$ cat src/rtl/disp_mode_ctrl_if.sv
// Bundle of key, display-source, event and control signals for the clock mode sequencer.
// The DUT uses the slave modport; the master modport is the key/datapath side that drives it.
interface disp_mode_ctrl_if;
  logic        key_mode;
  logic        key_sel;
  logic        key_up;
  logic        key_dn;
  logic [31:0] clk_data;
  logic [31:0] cal_data;
  logic [31:0] alm_data;
  logic [31:0] cd_data;
  logic        alarm_hit;
  logic        cd_done;
  logic [31:0] disp_data;
  logic [2:0]  mode;
  logic [1:0]  field;
  logic [2:0]  tgt;
  logic        inc_req;
  logic        dec_req;
  logic        cd_run;
  logic        buzzer;

  modport master (
    output key_mode, key_sel, key_up, key_dn,
    output clk_data, cal_data, alm_data, cd_data,
    output alarm_hit, cd_done,
    input  disp_data, mode, field, tgt, inc_req, dec_req, cd_run, buzzer
  );

  modport slave (
    input  key_mode, key_sel, key_up, key_dn,
    input  clk_data, cal_data, alm_data, cd_data,
    input  alarm_hit, cd_done,
    output disp_data, mode, field, tgt, inc_req, dec_req, cd_run, buzzer
  );
endinterface

$ cat src/rtl/disp_mode_ctrl.sv
// Mode sequencer and display arbiter for the electronic clock: key decode, field edit
// requests, blink overlay, idle auto-exit and alarm/countdown ringing with timeout.
//
// state        | meaning
// CLOCK        | show time
// CLOCK_SET    | edit time (fields sec/min/hr)
// CALENDAR     | show date
// CALENDAR_SET | edit date (three fields)
// ALARM_SET    | edit alarm (min, hr)
// COUNTDOWN    | show countdown; sel starts/stops, up/dn edit while stopped
module disp_mode_ctrl #(
  parameter int CLK_HZ     = 50_000_000,
  parameter int BLINK_HALF = 12_500_000,
  parameter int IDLE_S     = 10,
  parameter int RING_S     = 30
) (
  input logic             Clk,
  input logic             Reset_n,
  disp_mode_ctrl_if.slave bus
);

  localparam int PRE_W   = (CLK_HZ > 1) ? $clog2(CLK_HZ) : 1;
  localparam int BLK_W   = (BLINK_HALF > 1) ? $clog2(BLINK_HALF) : 1;
  localparam int SEC_MAX = (IDLE_S > RING_S) ? IDLE_S : RING_S;
  localparam int SEC_W   = (SEC_MAX > 1) ? $clog2(SEC_MAX) : 1;

  localparam logic [PRE_W-1:0] PRE_TC  = PRE_W'(CLK_HZ - 1);
  localparam logic [BLK_W-1:0] BLK_TC  = BLK_W'(BLINK_HALF - 1);
  localparam logic [SEC_W-1:0] IDLE_TC = SEC_W'(IDLE_S - 1);
  localparam logic [SEC_W-1:0] RING_TC = SEC_W'(RING_S - 1);
  localparam logic [31:0]      BLANK   = 32'hBBBB_BBBB;

  typedef enum logic [2:0] {
    CLOCK        = 3'd0,
    CLOCK_SET    = 3'd1,
    CALENDAR     = 3'd2,
    CALENDAR_SET = 3'd3,
    ALARM_SET    = 3'd4,
    COUNTDOWN    = 3'd5
  } mode_t;

  mode_t            mode_q, mode_nx;
  logic [1:0]       field_q, field_nx;
  logic             cd_run_q, cd_run_nx;
  logic             ring_q, ring_nx;
  logic             ring_alm_q, ring_alm_nx;
  logic             inc_q, inc_nx;
  logic             dec_q, dec_nx;
  logic [31:0]      disp_q, disp_nx;
  logic             blink_ph_q;
  logic [BLK_W-1:0] blink_cnt_q;
  logic [PRE_W-1:0] idle_pre_q, ring_pre_q;
  logic [SEC_W-1:0] idle_sec_q, ring_sec_q;

  logic        key_any, hit, set_mode, editable, idle_tc, ring_tc, mode_chg;
  logic [31:0] src, mask;
  logic [2:0]  tgt;

  assign key_any  = bus.key_mode | bus.key_sel | bus.key_up | bus.key_dn;
  assign hit      = bus.alarm_hit | bus.cd_done;
  assign set_mode = (mode_q == CLOCK_SET) || (mode_q == CALENDAR_SET) || (mode_q == ALARM_SET);
  assign editable = set_mode || ((mode_q == COUNTDOWN) && !cd_run_q);
  assign idle_tc  = set_mode && !ring_q && !key_any &&
                    (idle_pre_q == PRE_TC) && (idle_sec_q == IDLE_TC);
  assign ring_tc  = ring_q && !key_any && (ring_pre_q == PRE_TC) && (ring_sec_q == RING_TC);
  assign mode_chg = (mode_nx != mode_q);

  always_comb begin
    mode_nx     = mode_q;
    field_nx    = field_q;
    cd_run_nx   = cd_run_q;
    ring_nx     = ring_q;
    ring_alm_nx = ring_alm_q;
    inc_nx      = 1'b0;
    dec_nx      = 1'b0;
    // While ringing, a key press only silences the ring.
    if (ring_q) begin
      if (key_any || ring_tc) ring_nx = 1'b0;
    end else if (bus.key_mode) begin
      field_nx = 2'd0;
      case (mode_q)
        CLOCK:        mode_nx = CLOCK_SET;
        CLOCK_SET:    mode_nx = CALENDAR;
        CALENDAR:     mode_nx = CALENDAR_SET;
        CALENDAR_SET: mode_nx = ALARM_SET;
        ALARM_SET:    mode_nx = COUNTDOWN;
        default:      mode_nx = CLOCK;
      endcase
    end else if (bus.key_sel) begin
      case (mode_q)
        CLOCK_SET, CALENDAR_SET: field_nx = (field_q == 2'd2) ? 2'd0 : field_q + 2'd1;
        ALARM_SET:               field_nx = (field_q == 2'd0) ? 2'd1 : 2'd0;
        COUNTDOWN:               cd_run_nx = ~cd_run_q;
        default:                 field_nx = field_q;
      endcase
    end else if (editable) begin
      inc_nx = bus.key_up;
      dec_nx = ~bus.key_up & bus.key_dn;
    end
    if (idle_tc) begin
      mode_nx  = (mode_q == CALENDAR_SET) ? CALENDAR : CLOCK;
      field_nx = 2'd0;
    end
    if (mode_q > COUNTDOWN) begin
      mode_nx  = CLOCK;
      field_nx = 2'd0;
    end
    // A new hit wins over a same-cycle dismiss and restarts the ring.
    if (hit) begin
      ring_nx     = 1'b1;
      ring_alm_nx = bus.alarm_hit;
    end
    if (bus.cd_done) cd_run_nx = 1'b0;
  end

  always_ff @(posedge Clk or negedge Reset_n) begin
    if (!Reset_n) begin
      mode_q     <= CLOCK;
      field_q    <= 2'd0;
      cd_run_q   <= 1'b0;
      ring_q     <= 1'b0;
      ring_alm_q <= 1'b0;
      inc_q      <= 1'b0;
      dec_q      <= 1'b0;
      disp_q     <= 32'd0;
    end else begin
      mode_q     <= mode_nx;
      field_q    <= field_nx;
      cd_run_q   <= cd_run_nx;
      ring_q     <= ring_nx;
      ring_alm_q <= ring_alm_nx;
      inc_q      <= inc_nx;
      dec_q      <= dec_nx;
      disp_q     <= disp_nx;
    end
  end

  always_comb begin
    mask = 32'd0;
    case (mode_q)
      CLOCK_SET: begin
        case (field_q)
          2'd0:    mask = 32'hFF00_0000;
          2'd1:    mask = 32'h000F_F000;
          2'd2:    mask = 32'h0000_00FF;
          default: mask = 32'd0;
        endcase
      end
      CALENDAR_SET: begin
        case (field_q)
          2'd0:    mask = 32'hFF00_0000;
          2'd1:    mask = 32'h00FF_0000;
          2'd2:    mask = 32'h0000_FFFF;
          default: mask = 32'd0;
        endcase
      end
      ALARM_SET: mask = (field_q == 2'd0) ? 32'h000F_F000 : 32'h0000_00FF;
      default:   mask = 32'd0;
    endcase
  end

  always_comb begin
    src = bus.clk_data;
    tgt = 3'd0;
    case (mode_q)
      CALENDAR, CALENDAR_SET: begin src = bus.cal_data; tgt = 3'd1; end
      ALARM_SET:              begin src = bus.alm_data; tgt = 3'd2; end
      COUNTDOWN:              begin src = bus.cd_data;  tgt = 3'd3; end
      default:                begin src = bus.clk_data; tgt = 3'd0; end
    endcase
    if (ring_q)
      disp_nx = blink_ph_q ? BLANK : (ring_alm_q ? bus.alm_data : bus.cd_data);
    else if (blink_ph_q)
      disp_nx = (src & ~mask) | (BLANK & mask);
    else
      disp_nx = src;
  end

  always_ff @(posedge Clk or negedge Reset_n) begin
    if (!Reset_n) begin
      blink_ph_q  <= 1'b0;
      blink_cnt_q <= '0;
    end else if (key_any) begin
      blink_ph_q  <= 1'b0;
      blink_cnt_q <= '0;
    end else if (blink_cnt_q == BLK_TC) begin
      blink_ph_q  <= ~blink_ph_q;
      blink_cnt_q <= '0;
    end else begin
      blink_cnt_q <= blink_cnt_q + BLK_W'(1);
    end
  end

  // Idle timer holds its count while ringing so a ring does not eat edit time.
  always_ff @(posedge Clk or negedge Reset_n) begin
    if (!Reset_n) begin
      idle_pre_q <= '0;
      idle_sec_q <= '0;
    end else if (!set_mode || key_any || mode_chg) begin
      idle_pre_q <= '0;
      idle_sec_q <= '0;
    end else if (!ring_q) begin
      if (idle_pre_q == PRE_TC) begin
        idle_pre_q <= '0;
        idle_sec_q <= idle_sec_q + SEC_W'(1);
      end else begin
        idle_pre_q <= idle_pre_q + PRE_W'(1);
      end
    end
  end

  always_ff @(posedge Clk or negedge Reset_n) begin
    if (!Reset_n) begin
      ring_pre_q <= '0;
      ring_sec_q <= '0;
    end else if (hit || !ring_q || key_any || ring_tc) begin
      ring_pre_q <= '0;
      ring_sec_q <= '0;
    end else if (ring_pre_q == PRE_TC) begin
      ring_pre_q <= '0;
      ring_sec_q <= ring_sec_q + SEC_W'(1);
    end else begin
      ring_pre_q <= ring_pre_q + PRE_W'(1);
    end
  end

  assign bus.disp_data = disp_q;
  assign bus.mode      = mode_q;
  assign bus.field     = field_q;
  assign bus.tgt       = tgt;
  assign bus.inc_req   = inc_q;
  assign bus.dec_req   = dec_q;
  assign bus.cd_run    = cd_run_q;
  assign bus.buzzer    = ring_q;

endmodule
$ cat src/flat_wrapper.sv
// flat-port wrapper written by rule: the top's interface ports become plain ports
module disp_mode_ctrl_flat 
#(
  parameter int CLK_HZ     = 50_000_000,
  parameter int BLINK_HALF = 12_500_000,
  parameter int IDLE_S     = 10,
  parameter int RING_S     = 30
)
  (Clk, Reset_n, bus_key_mode, bus_key_sel, bus_key_up, bus_key_dn, bus_clk_data, bus_cal_data, bus_alm_data, bus_cd_data, bus_alarm_hit, bus_cd_done, bus_disp_data, bus_mode, bus_field, bus_tgt, bus_inc_req, bus_dec_req, bus_cd_run, bus_buzzer);
  disp_mode_ctrl_if bus_i ();
  input logic Clk;
  input logic Reset_n;
  input wire logic [$bits(bus_i.key_mode)-1:0] bus_key_mode;
  input wire logic [$bits(bus_i.key_sel)-1:0] bus_key_sel;
  input wire logic [$bits(bus_i.key_up)-1:0] bus_key_up;
  input wire logic [$bits(bus_i.key_dn)-1:0] bus_key_dn;
  input wire logic [$bits(bus_i.clk_data)-1:0] bus_clk_data;
  input wire logic [$bits(bus_i.cal_data)-1:0] bus_cal_data;
  input wire logic [$bits(bus_i.alm_data)-1:0] bus_alm_data;
  input wire logic [$bits(bus_i.cd_data)-1:0] bus_cd_data;
  input wire logic [$bits(bus_i.alarm_hit)-1:0] bus_alarm_hit;
  input wire logic [$bits(bus_i.cd_done)-1:0] bus_cd_done;
  output wire logic [$bits(bus_i.disp_data)-1:0] bus_disp_data;
  output wire logic [$bits(bus_i.mode)-1:0] bus_mode;
  output wire logic [$bits(bus_i.field)-1:0] bus_field;
  output wire logic [$bits(bus_i.tgt)-1:0] bus_tgt;
  output wire logic [$bits(bus_i.inc_req)-1:0] bus_inc_req;
  output wire logic [$bits(bus_i.dec_req)-1:0] bus_dec_req;
  output wire logic [$bits(bus_i.cd_run)-1:0] bus_cd_run;
  output wire logic [$bits(bus_i.buzzer)-1:0] bus_buzzer;
  assign bus_i.key_mode = bus_key_mode;
  assign bus_i.key_sel = bus_key_sel;
  assign bus_i.key_up = bus_key_up;
  assign bus_i.key_dn = bus_key_dn;
  assign bus_i.clk_data = bus_clk_data;
  assign bus_i.cal_data = bus_cal_data;
  assign bus_i.alm_data = bus_alm_data;
  assign bus_i.cd_data = bus_cd_data;
  assign bus_i.alarm_hit = bus_alarm_hit;
  assign bus_i.cd_done = bus_cd_done;
  assign bus_disp_data = bus_i.disp_data;
  assign bus_mode = bus_i.mode;
  assign bus_field = bus_i.field;
  assign bus_tgt = bus_i.tgt;
  assign bus_inc_req = bus_i.inc_req;
  assign bus_dec_req = bus_i.dec_req;
  assign bus_cd_run = bus_i.cd_run;
  assign bus_buzzer = bus_i.buzzer;
  disp_mode_ctrl #(.CLK_HZ(CLK_HZ), .BLINK_HALF(BLINK_HALF), .IDLE_S(IDLE_S), .RING_S(RING_S)) u_core (.Clk(Clk), .Reset_n(Reset_n), .bus(bus_i));
endmodule
$ cat config.mk
export PLATFORM = sky130hd
export DESIGN_NAME = disp_mode_ctrl_flat
export DESIGN_NICKNAME = d
export VERILOG_FILES = /design/src/rtl/disp_mode_ctrl_if.sv /design/src/rtl/disp_mode_ctrl.sv /design/src/flat_wrapper.sv
export SDC_FILE = /design/constraint.sdc
export NUM_CORES = 1
export LEC_CHECK = 0
export BUFFER_PORTS_ARGS = -buffer_cell sky130_fd_sc_hd__buf_2
export CORE_MARGIN = 1
export CORE_UTILIZATION = 40
export DETAILED_ROUTE_END_ITERATION = 10
export PLACE_DENSITY = 0.59
export SLEW_MARGIN = 40
export SYNTH_ARGS = -nofsm -noshare
export SYNTH_HDL_FRONTEND = slang
export SYNTH_SLANG_ARGS = --single-unit
export TNS_END_PERCENT = 1
$ cat constraint.sdc
create_clock -name Clk -period 2.86 [get_ports Clk]
set_clock_uncertainty 0.05 [all_clocks]
set_input_delay 0.286 -clock Clk [delete_from_list [all_inputs] [get_ports Clk]]
set_output_delay 0.286 -clock Clk [all_outputs]
set_load 0.02 [all_outputs]
# Yosys cells after proc, flatten, opt, wreduce, memory -nomap -nowiden
# Cells that the tools add are included.
dict set report word_totals {
  regBits 129
}
dict set report classes {
  n_eq_ne 17
  add_sub_neg 6
  order_cmp 1
  muxes 54
  reduce_logical 35
  bitwise 11
}
# cell count
set op_table {}
lappend op_table {{$pmux W32 S3} 4}
lappend op_table {{$mux W26} 5}
lappend op_table {{$mux W32} 4}
lappend op_table {{$add A26 B1 Y26 const B} 2}
lappend op_table {{$eq A26 B26 Y1 const B} 2}
lappend op_table {{$mux W24} 2}
lappend op_table {{$and A32 B32 Y32} 1}
lappend op_table {{$not A32 Y32} 1}
lappend op_table {{$or A32 B32 Y32} 1}
lappend op_table {{$mux W5} 5}
lappend op_table {{$add A24 B1 Y24 const B} 1}
lappend op_table {{$eq A24 B24 Y1 const B} 1}
lappend op_table {{$mux W20} 1}
lappend op_table {{$mux W1} 19}
lappend op_table {{$pmux W3 S5} 1}
lappend op_table {{$mux W2} 7}
lappend op_table {{$mux W3} 4}
lappend op_table {{$add A5 B1 Y5 const B} 2}
lappend op_table {{$reduce_bool A2 Y1} 5}
lappend op_table {{$logic_or A1 B1 Y1} 9}
lappend op_table {{$logic_and A1 B1 Y1} 8}
lappend op_table {{$eq A3 B2 Y1 const B} 2}
lappend op_table {{$eq A3 B3 Y1 const B} 2}
lappend op_table {{$pmux W2 S3} 1}
lappend op_table {{other kinds (24)} 34}

# Longest topological paths before layout
dict set report depth {
  depth_word 13
  depth_mapped 9
  mapped_depth_nobuf 7
}

# Worst setup path before layout
# OpenSTA, ideal clock, no wires.
dict set report synth_path {
  path_type {reg2out}
  from {reg u_core.mode_q[2] (netlist: u_core.bus.mode[2])}
  to {out bus_tgt[0]}
  path_stages_with_launch 6
  arrival_time_ps 1903
  path_slack_ps 621
  path_buffers 2
  path_cell_list {dfrtp_1 > clkbuf_1 > nor2b_1 > and2_1 > clkbuf_1 > a21o_1}
}
dict set report synth_via {
  elab_chain_cells 3
}
# element line_no
set synth_rtl {}
lappend synth_rtl {{start: declaration} disp_mode_ctrl.sv:42} ;# mode_t mode_q, mode_nx;
lappend synth_rtl {{start signal: assignment} disp_mode_ctrl.sv:127} ;# mode_q <= mode_nx;
lappend synth_rtl {{$eq A3 B2 Y1} disp_mode_ctrl.sv:165} ;# case (mode_q)
lappend synth_rtl {{$reduce_or A2 Y1} disp_mode_ctrl.sv:165}
lappend synth_rtl {{$pmux W2 S3 *} disp_mode_ctrl.sv:165}
lappend synth_rtl {{end: declaration} flat_wrapper.sv:26} ;# output wire logic [$bits(bus_i.tgt)-1:0] bus_tgt;
# Every way passes the cells marked *; elsewhere a longest branch is shown, timed or not.

# Worst setup path after layout
# Ends and elaborated chain as after synthesis.

==> flow_metrics.py <==
metrics = {
    "sta": {
        "finalSetupViolCount": 0,
        "worst_slack_ns": 0.281,
        "tns_ns": 0,
        "tightest_slew_ns": 0.666,
        "max_slew_margin_pct": 55.6,
        "period_share_pct": 90.2,
        "max_freq_ghz": 0.388,
        "min_period_ns": 2.58,
        "rsz0062_at_grt": "false",
        "slew_viol_final": 0,
        "finalHoldViolations": 0,
    },
    "global_route": {
        "grt_pass1_wl_um": 34700,
        "grt_pass1_vias": 6627,
        "grt_max_degree": 70,
        "grt_use_total_pct": 22.2,
        "antenna_found_initial": 1,
        "grt_overflow": 0,
    },
    "drt": {
        "postRouteAntennaNets": 0,
        "drc": 0,
        "vias": 6905,
        "drt_iter0_markers": 366,
        "routed_wl_um": 21600,
        "dr.pass1.iters": 4,
        "wl_per_cell_um": 16.7,
        "viasPerCell": 5.32,
    },
    "cells_and_area": {
        "fin_cells": 1297,
        "fill_cells": 1875,
        "mostFrequentLayoutCells": "buf_2 (177), dfrtp_1 (125), nor2_1 (111), mux2i_1 (79), nand2_1 (60)",
        "area_growth_pct": 22.5,
        "drive_above_1_share_pct": 26.2,
        "final_common_cell": "buf_2",
        "final_nets": 1167,
        "utilization_pct": 50.6,
        "multiInputGateArea_mm2": 0.00430,
        "seq_area_mm2": 0.00323,
    },
    "yosys": {
        "async_flop_share_pct": 100,
        "seq_area_frac_synth_pct": 41.4,
        "syn_area_per_cell_um2": 9.14,
        "syn_area_mm2": 0.00780,
        "synth_top_cell_by_area": "dfrtp_1",
        "synth_nets": 997,
        "synthDistinctLibCells": 60,
        "synth_edf_count": 0,
        "synth_ff_type": "dfrtp_1",
        "yosysTopAreaCellShare_pct": 41.4,
        "synth_cells": 854,
        "synth.top_cells.by_area": "dfrtp_1 (41%), mux2i_1 (10%), nor2_1 (5.4%)",
        "ys_ff_latch": 129,
        "yosysWarnings": 0,
    },
    "critical_path": {
        "endpoint_kind": "output port",
        "startpoint_type": "flip-flop",
        "critPathMaxFanout": 16,
        "cp.arrival_ns": 2.24,
        "critPathRequiredTime_ns": 2.52,
        "path_class": "flip-flop to output port",
    },
    "floorplan": {
        "chipHeight_um": 142,
        "initial_core_util_pct": 41.3,
        "core_mm2": 0.0189,
        "rows": 50,
        "die_w_um": 142,
        "ios": 180,
        "die-area_mm2": 0.0201,
    },
    "clock_network": {
        "cts_tree": "done",
        "cts-buffers-inserted": 17,
        "path_clk_slew_ns": 0.06,
        "clock_latency_ns": 0.41,
        "h-tree-depth": 4,
        "cts_root_buf": "clkbuf_16",
        "clock-sinks": 129,
        "clockBufferDepth": 2,
    },
    "job": {
        "max-cap-violations": 0,
    },
    "pwr": {
        "p_leak_nw": 4.19,
        "ir_drop_v": 0.000344,
        "power_density_mw_per_mm2": 597,
        "p_total_mw": 5.71,
    },
    "placement": {
        "port_buffers": 178,
        "dp_hpwl_um": 15800,
        "globalplace.congestion": 0.813,
        "dp_slack_ns": 0.544,
        "dp_cells": 1264,
    },
    "min_path": {
        "hp-class": "input port to flip-flop",
    },
    "run_status": {
        "status": "finished, final reports clean",
    },
}
## layout make-up
type	instances	share of cell area (%)
antenna	1	0.0262
sequential	129	33.8
inverter	16	0.628
timing repair buffer	202	11.3
tap	260	3.40
clock buffer	20	4.67
multi-input combinational	658	44.9
clock inverter	11	1.20
## cells by family (layout without fill, tap and decap cells)
logic type	count (synthesis)	in the layout	share of synthesized area (%)
mux	90	90	11.7
flops	129	129	41.4
simple gates	331	331	21.6
compound gates	165	165	13.2
xor+xnor	64	64	7.18
buf+inv	67	249	3.75
other cells	1	2	0.0481
fa+ha+maj	7	7	1.12
## sequential cells by signal, indices dropped and copies added (netlist names)
signal	cells
u_core.idle_sec_q	5
u_core.idle_pre_q	26
u_core.blink_ph_q	1
u_core.bus.buzzer	1
u_core.bus.field	2
u_core.bus.disp_data	32
u_core.ring_alm_q	1
u_core.bus.cd_run	1
u_core.ring_pre_q	26
u_core.bus.dec_req	1
u_core.bus.mode	3
u_core.bus.inc_req	1
u_core.ring_sec_q	5
u_core.blink_cnt_q	24
## repair_timing
item,in CTS,in global routing
setup buffers,0,0
endpoints found under the hold margin,55,0
gates resized for setup,0,0
hold buffers,1,0
## per-layer routing
metal	wire, um	vias up	share of wire (%)	track usage [%]
li1	-	3397	-	-
met1	9740	3279	45	28.7
met2	9940	192	46	34.8
met3	1350	37	6.2	6.75
met4	590	0	2.7	9.05
met5	0	-	0	0
## critical path, cell delays in order (launching register included)
cell and delay [ns]:
dfrtp_2 0.61, nor2b_1 0.36, and2_1 0.56, a21o_1 0.14, buf_2 0.16
## cells in the mapped netlist, drive strengths merged (10+ instances only)
master / count
dfrtp: 129
buf: 18
nand2: 61
xor2: 37
a21o: 10
inv: 16
nor3: 16
nand3: 32
and3: 12
a211oi: 10
mux2i: 79
a22oi: 19
nor2: 123
o21ai: 36
clkbuf: 33
xnor2: 27
a221oi: 11
a21oi: 57
mux2: 11
nand4: 21
## where the power goes
part | switching (mW) | internal (mW) | total [mW]
registers | 0.140 | 1.93 | 2.07
clock network | 0.798 | 1.29 | 2.09
logic | 0.929 | 0.615 | 1.54
total | 1.87 | 3.84 | 5.71
## final timing paths
kind | to | cells past startpoint | slack, ns | start
worst max register to register | u_core.idle_sec_q[1]$_DFFE_PN0P_ | 7 | 0.56 | u_core.idle_pre_q[16]$_DFFE_PN0P_
max in group asynchronous | u_core.bus.disp_data[3]$_DFF_PN0_ | 3 | 1.55 | Reset_n
worst max-delay path | bus_tgt[0] | 4 | 0.28 | u_core.bus.mode[2]$_DFF_PN0_
worst min register to register | u_core.ring_pre_q[0]$_DFF_PN0_ | 1 | 0.43 | u_core.ring_pre_q[0]$_DFF_PN0_
worst min-delay path | u_core.bus.cd_run$_DFFE_PN0P_ | 2 | 0.05 | bus_cd_done
min in group asynchronous | u_core.blink_cnt_q[16]$_DFF_PN0_ | 2 | 0.37 | Reset_n
## through the flow
step	area (um^2)	hold slack, ns
after floorplan	7800	-0.0596
after global placement	8970	0.260
after detailed placement	8970	0.262
after CTS	9550	0.0363
after global routing	9560	0.0389
final	9560	0.0492
Power figures use the tool's default switching activity.
